$ cat config.mk
export PLATFORM = sky130hd
export DESIGN_NAME = data_memory_ctrl
export DESIGN_NICKNAME = d
export VERILOG_FILES = /design/src/rtl/data_memory_ctrl.sv
export SDC_FILE = /design/constraint.sdc
export NUM_CORES = 2
export LEC_CHECK = 0
export ABC_AREA = 1
export CORE_MARGIN = 5
export CORE_UTILIZATION = 41
export CTS_CLUSTER_DIAMETER = 30
export DETAILED_ROUTE_END_ITERATION = 12
export PLACE_DENSITY = 0.65
export SETUP_SLACK_MARGIN = 0.05
export SYNTH_ARGS = -nofsm -noshare
export SYNTH_HDL_FRONTEND = slang
export SYNTH_SLANG_ARGS = --single-unit
$ cat constraint.sdc
create_clock -name clk -period 16.1 [get_ports clk]
set_input_delay 4.025 -clock clk [delete_from_list [all_inputs] [get_ports clk]]
set_output_delay 4.025 -clock clk [all_outputs]
set_load 0.01 [all_outputs]
$ cat src/rtl/data_memory_ctrl.sv
// data_memory_ctrl: single-port data memory for the RISC core.
// Self-initialises after reset (word 0 = RESET_VEC, word 1 = IRQ_VEC, rest 0,
// one word per cycle), then serves registered reads with a valid strobe and
// writes with protection of the low system-vector words. Word 1 is mirrored
// in a register so the interrupt controller sees it without a RAM port.
module data_memory_ctrl #(
  parameter int                DATA_W    = 8,
  parameter int                ADDR_W    = 8,
  parameter logic [DATA_W-1:0] RESET_VEC = '0,
  parameter logic [DATA_W-1:0] IRQ_VEC   = DATA_W'(8'h3C),
  parameter int                PROT_TOP  = 1
) (
  input  logic              clk,
  input  logic              rst,
  input  logic              mem_read,
  input  logic              mem_write,
  input  logic [ADDR_W-1:0] addr,
  input  logic [DATA_W-1:0] data_in,
  input  logic              vec_unlock,
  output logic [DATA_W-1:0] data_out,
  output logic              rd_valid,
  output logic              busy,
  output logic              wr_fault,
  output logic [DATA_W-1:0] interrupt_vector
);

  localparam int DEPTH = 2 ** ADDR_W;

  // Init ends when the pointer sits on the last word, not when it wraps.
  localparam logic [ADDR_W-1:0] LAST_PTR  = ADDR_W'(DEPTH - 1);
  localparam logic [ADDR_W-1:0] PROT_ADDR = ADDR_W'(PROT_TOP);
  localparam logic [ADDR_W-1:0] IRQ_ADDR  = ADDR_W'(1);

  typedef enum logic {
    ST_INIT,
    ST_READY
  } state_e;

  state_e              state_q, state_d;
  logic [ADDR_W-1:0]   init_ptr_q, init_ptr_d;
  logic [DATA_W-1:0]   data_out_q, data_out_d;
  logic                rd_valid_q, rd_valid_d;
  logic                wr_fault_q, wr_fault_d;
  logic [DATA_W-1:0]   irq_vec_q, irq_vec_d;

  logic [DATA_W-1:0]   mem [DEPTH];

  logic                ram_we;
  logic [ADDR_W-1:0]   ram_waddr;
  logic [DATA_W-1:0]   ram_wdata;
  logic [DATA_W-1:0]   init_value;
  logic                write_blocked;

  // Value the init sequence stores at the current pointer.
  always_comb begin
    init_value = '0;
    if (init_ptr_q == '0) begin
      init_value = RESET_VEC;
    end else if (init_ptr_q == IRQ_ADDR) begin
      init_value = IRQ_VEC;
    end
  end

  assign write_blocked = (addr <= PROT_ADDR) && !vec_unlock;

  // Next-state, RAM write port selection and registered-output updates.
  always_comb begin
    state_d    = state_q;
    init_ptr_d = init_ptr_q;
    data_out_d = data_out_q;
    rd_valid_d = 1'b0;
    wr_fault_d = 1'b0;
    irq_vec_d  = irq_vec_q;
    ram_we     = 1'b0;
    ram_waddr  = addr;
    ram_wdata  = data_in;

    unique case (state_q)
      ST_INIT: begin
        ram_we     = 1'b1;
        ram_waddr  = init_ptr_q;
        ram_wdata  = init_value;
        init_ptr_d = init_ptr_q + 1'b1;
        if (init_ptr_q == LAST_PTR) begin
          state_d = ST_READY;
        end
      end

      ST_READY: begin
        if (mem_read) begin
          data_out_d = mem[addr];
          rd_valid_d = 1'b1;
        end
        if (mem_write) begin
          if (write_blocked) begin
            wr_fault_d = 1'b1;
          end else begin
            ram_we = 1'b1;
            if (addr == IRQ_ADDR) begin
              irq_vec_d = data_in;
            end
          end
        end
      end

      default: begin
        state_d = ST_INIT;
      end
    endcase
  end

  // RAM array: no reset. While rst is held the state sits in INIT at pointer
  // 0, so the only store possible is RESET_VEC into word 0, which init
  // rewrites anyway; user writes in flight when reset hits are dropped.
  always_ff @(posedge clk) begin
    if (ram_we) begin
      mem[ram_waddr] <= ram_wdata;
    end
  end

  // Control and output registers with asynchronous active-low reset.
  always_ff @(posedge clk or negedge rst) begin
    if (!rst) begin
      state_q    <= ST_INIT;
      init_ptr_q <= '0;
      data_out_q <= '0;
      rd_valid_q <= 1'b0;
      wr_fault_q <= 1'b0;
      irq_vec_q  <= IRQ_VEC;
    end else begin
      state_q    <= state_d;
      init_ptr_q <= init_ptr_d;
      data_out_q <= data_out_d;
      rd_valid_q <= rd_valid_d;
      wr_fault_q <= wr_fault_d;
      irq_vec_q  <= irq_vec_d;
    end
  end

  assign data_out         = data_out_q;
  assign rd_valid         = rd_valid_q;
  assign busy             = (state_q == ST_INIT);
  assign wr_fault         = wr_fault_q;
  assign interrupt_vector = irq_vec_q;

endmodule

Word level (Yosys, flattened, before mapping)
Memory sizes are Yosys's and may differ from the RTL's. A register that Yosys moved wholly into a read port is not among the register bits.
Cells that the tools add are included.
{"block": "classes", "addsub": 1, "magnitude_cmp": 1, "eq_ne": 3, "mux": 16, "n_bitwise": 2, "reduce_logical": 6}
{"cell": "8-bit 2-to-1 mux", "count": 3}
{"cell": "8-bit by 1-bit == test with 1-bit output (second input constant)", "count": 2}
{"cell": "1-bit 2-to-1 mux", "count": 11}
{"cell": "8-bit by 1-bit adder with 8-bit output (second input constant)", "count": 1}
{"cell": "8-bit == test (second input constant)", "count": 1}
{"cell": "8-bit by 1-bit less-or-equal comparator with 1-bit output (second input constant)", "count": 1}
{"cell": "8-bit logical NOT", "count": 1}
{"cell": "6-bit 2-to-1 mux", "count": 1}
{"cell": "4-bit AND reduction", "count": 1}
{"cell": "1-bit logical NOT", "count": 2}
{"cell": "1-bit NOT", "count": 2}
{"cell": "1-bit case mux with 2 select lines", "count": 1}
{"cell": "2-bit AND reduction", "count": 1}
{"cell": "1-bit logical AND", "count": 1}
{"block": "word_totals", "ff_bits": 19, "ramBits": 2048, "input_bits": 21, "output_inout_bits": 19, "word_cells": 35, "memories": 1}
{"memory": "mem", "words": 256, "width": 8, "read_ports": 1, "rd_ports_with_merged_regs": 1, "wr": 1, "line_no": "46", "source": "logic [DATA_W-1:0] mem [DEPTH];"}

Longest topological paths before layout
{"block": "logic_depth", "word_depth": 7, "mapped_depth": 19}

Worst setup path before layout
Ideal clock, no wire load.
{"block": "synth_path", "path_kind": "input port to flip-flop", "from": "input data_in[2]", "to": "memory mem[0][2] (data pin)", "setup_time_ps": 2187, "t_arrival_ps": 13966, "required_ps": 13913, "path_slack_ps": -54, "cell_stages": 2, "path_cell_list": "inv_1 o21ai_0"}
{"block": "synth_between", "elab_chain_cells": 1}
{"item": "start, declared", "line_no": "18", "source": "input logic [DATA_W-1:0] data_in,"}
{"item": "8-bit 2-to-1 mux", "line_no": "78", "source": "unique case (state_q)"}
{"item": "via ram_wdata[2]", "line_no": "50", "source": "logic [DATA_W-1:0] ram_wdata;"}
{"item": "end, declared", "line_no": "46"}
The timed path passes the listed nets, and every way through them passes these cells.

==> out/metrics.cfg <==
[cts]
cts_resized=0
hold_buffers=0
htreeDepth=5
cts_setup_buffers=0
clk_latency_ps=930
cts_buffers=413
clock_tree.root_cell=clkbuf_16
clkTransAtPathRegs_ps=50
clk_path_buf_depth=4
cts_tree=done
clock-sinks=2075

[placed_design]
post-place-cells=9937
hpwlAfterDp_mm=128
gp_congestion=0.859
port_buffers=39

[floorplan]
fp.dieArea_um2=218000
rows=167
die_h_um=467
ios=40
core_um2=207000
initial_core_util=0.413
die_w_um=467

[timing]
rsz0062_at_grt=no
fin_crit_ps=7960
max_freq_mhz=126
setup_tns_ps=0
slew_violations=0
setup_viol=0
hold_viol_final=0
skew_ps=48.4
min_period_over_period=0.494
maxSlewHeadroom=0.0943
worst_slew_pin_slew_ps=1360

[grt]
grt_pass1_vias=57200
grt.total_usage=0.216
antenna_found_initial=7
grt_first_pass_wirelength_mm=361
overflow=0
grt_max_degree=235

[pwr]
vdd_ir_drop_max_mv=0.0980
leakage_uw=0.0361
pwr_density_cell_nw_per_um2=146

[critical_path]
reg2reg_from=state_q
crit_start=addr[0]
cp_cell_sequence=buf_8 -> inv_8 -> buf_4 -> buf_12 -> buf_4 -> nand2_1 -> nand2_1 -> nand2_1 -> nand2_1 -> nand2_1 -> nand2_1 -> nor2_1 -> nand2_1 -> nand3_1 -> nand3_1 -> nand3_1 -> nand2_1 -> nand2_1 -> nand2_1
cp_max_fo=234
critical_path_class=in -> reg
arrival_ps=8820
crit_top_cell=nand2_1
max_stage_delay_ps=830
crit_slowest_cell=buf_4
start_kind=input port
cp-endpoint=data_out[6]
required_ps=16960
end_kind=flop
r2r_slack_ps=11350
r2r-end=mem[69][2]
rr_worst_depth=8

[detailed_routing]
vias=58300
drt_pass1_iterations=6
wl_per_cell_um=22.7
wl_mm=242
route.detailed.drc=0
detail-route-antenna-nets=0
viasPerCell=5.46
drt_iter0_markers=7629

[status]
status=finished clean

[synth]
syn_inst=7502
synth_top_cell_area_share=0.718
yosysTopAreaCell=edfxtp_1
synth_fp_nets=7526
synth_area_um2=85700
ys_types=32
syn_area_per_cell_um2=11.4
ys_ff_latch=2075
ys_warn_count=0
synth-seq-area-share=0.726
synth_area_leaders=edfxtp_1 72%, nor2_1 7.2%, nand2_1 6.5%

[hold_path]
hold_path_class=reg -> reg

[final_layout]
drive_gt1_frac=0.104
area.sequential_um2=62200
nNetsFinal=7588
multiInputGateArea_um2=20400
layout.cells.non_filler=10700
synthToLayoutAreaGrowth_pct=18.8
fill_cells=17600

[flow_run]
cap_violations=0

==> worst max-delay path, delay by kind of cell <==
| kind | cells | cell delay [ps] |
|---|---|---|
| simple gates | 14 | 1460 |
| buf+inv | 5 | 2890 |
==> per-layer routing <==
metal | wire [um] | part of all wire | vias to the layer above | global-route usage
li1 | - | - | 26200 | -
met1 | 95600 | 0.39 | 28400 | 0.288
met2 | 115000 | 0.48 | 3047 | 0.350
met3 | 21700 | 0.090 | 603 | 0.0418
met4 | 9840 | 0.041 | 2 | 0.0879
met5 | 13 | 0.000054 | - | 0
==> metrics by stage <==
stage          cell area [um2]  worst slack [ps]   util  hold WS, ps  total power, uW
3_5_place_dp             87900              7360  0.424          484             6450
6_report                102000              8140  0.491          490            14800
5_1_grt                 102000              7910  0.491          525            15200
4_1_cts                 102000              8340  0.491          493            14900
2_1_floorplan            85700              4340      -          479             6300
3_3_place_gp             87900              7410  0.424          471             6450
==> layout make-up <==
class / count / share of cell area
diodes: 1 / 0.0000246
clock buffers: 446 / 0.104
clock inverters: 302 / 0.0328
inverters: 186 / 0.00734
multi-input cells: 4769 / 0.200
flip-flops and latches: 2075 / 0.611
well taps: 2788 / 0.0343
repair buffers: 119 / 0.0108
==> layout by cell type, fill, tap and decap left out, types with 28 or more instances in the layout <==
master / n
edfxtp_1: 2048
nor2_1: 1637
nand2_1: 1472
nand3_1: 667
o21ai_0: 614
clkbuf_16: 417
inv_1: 173
a21oi_1: 138
o21ai_1: 82
o211ai_1: 81
clkinv_2: 76
buf_4: 72
bufinv_16: 60
clkinv_1: 58
clkinvlp_4: 46
or2_2: 35
clkinv_4: 35
clkdlybuf4s50_1: 33
clkbuf_1: 28
==> synthesized netlist by cell type <==
master       n
nor2_1    1638
nor3_1       1
o21ai_1     82
and3_1       1
or2_2       35
inv_2        4
buf_8        1
a21oi_1    138
ha_1         3
nor2_2       1
inv_1      179
o21ai_0    618
edfxtp_1  2048
nor4_4       1
dfrtp_1     23
xnor2_1      1
nand2_2     10
nand4_1      3
nor4_1       3
clkinv_1     3
xor2_1       6
nand2_1   1478
buf_2      157
buf_1       34
buf_6       42
o211ai_1    81
nand3_1    667
clkbuf_1   186
a21oi_2      1
dfstp_2      4
buf_4       52
o21ai_2      1
==> power by group <==
group | internal (uW) | leakage [uW] | switching (uW)
sequential | 5860 | 0.0184 | 0.0114
combinational | 130 | 0.0110 | 372
clock | 5680 | 0.00671 | 2800
==> worst min path at each step <==
stage	cells past startpoint	to	slack, ps	startpoint
3_5_place_dp	2	interrupt_vector[2]	480	interrupt_vector[2]
3_3_place_gp	2	interrupt_vector[0]	470	interrupt_vector[0]
6_report	2	interrupt_vector[2]	490	interrupt_vector[2]
5_1_grt	2	interrupt_vector[2]	520	interrupt_vector[2]
2_1_floorplan	1	init_ptr_q[7]	480	init_ptr_q[7]
4_1_cts	2	interrupt_vector[2]	490	interrupt_vector[2]
==> flip-flops by register name, indices dropped and copies added, names as in the netlist <==
register and flops:
init_ptr_q 8, mem 2048, rd_valid 1, state_q 1, wr_fault 1, interrupt_vector 8, data_out 8
==> cell families (layout without fill, tap and decap cells) <==
| kind of cell | after synthesis | count (layout) | share of synthesized area |
|---|---|---|---|
| DFF | 2075 | 2075 | 0.726 |
| AOI/OAI and AO/OA | 921 | 921 | 0.0563 |
| other | 0 | 1 | 0 |
| xor gates and xnor gates | 7 | 7 | 0.000716 |
| and+or+nand+nor | 3838 | 3838 | 0.180 |
| adders and majority gates | 3 | 3 | 0.000438 |
| buffers and inverters | 658 | 1053 | 0.0372 |
No activity file was read; power rests on OpenSTA's default activity.
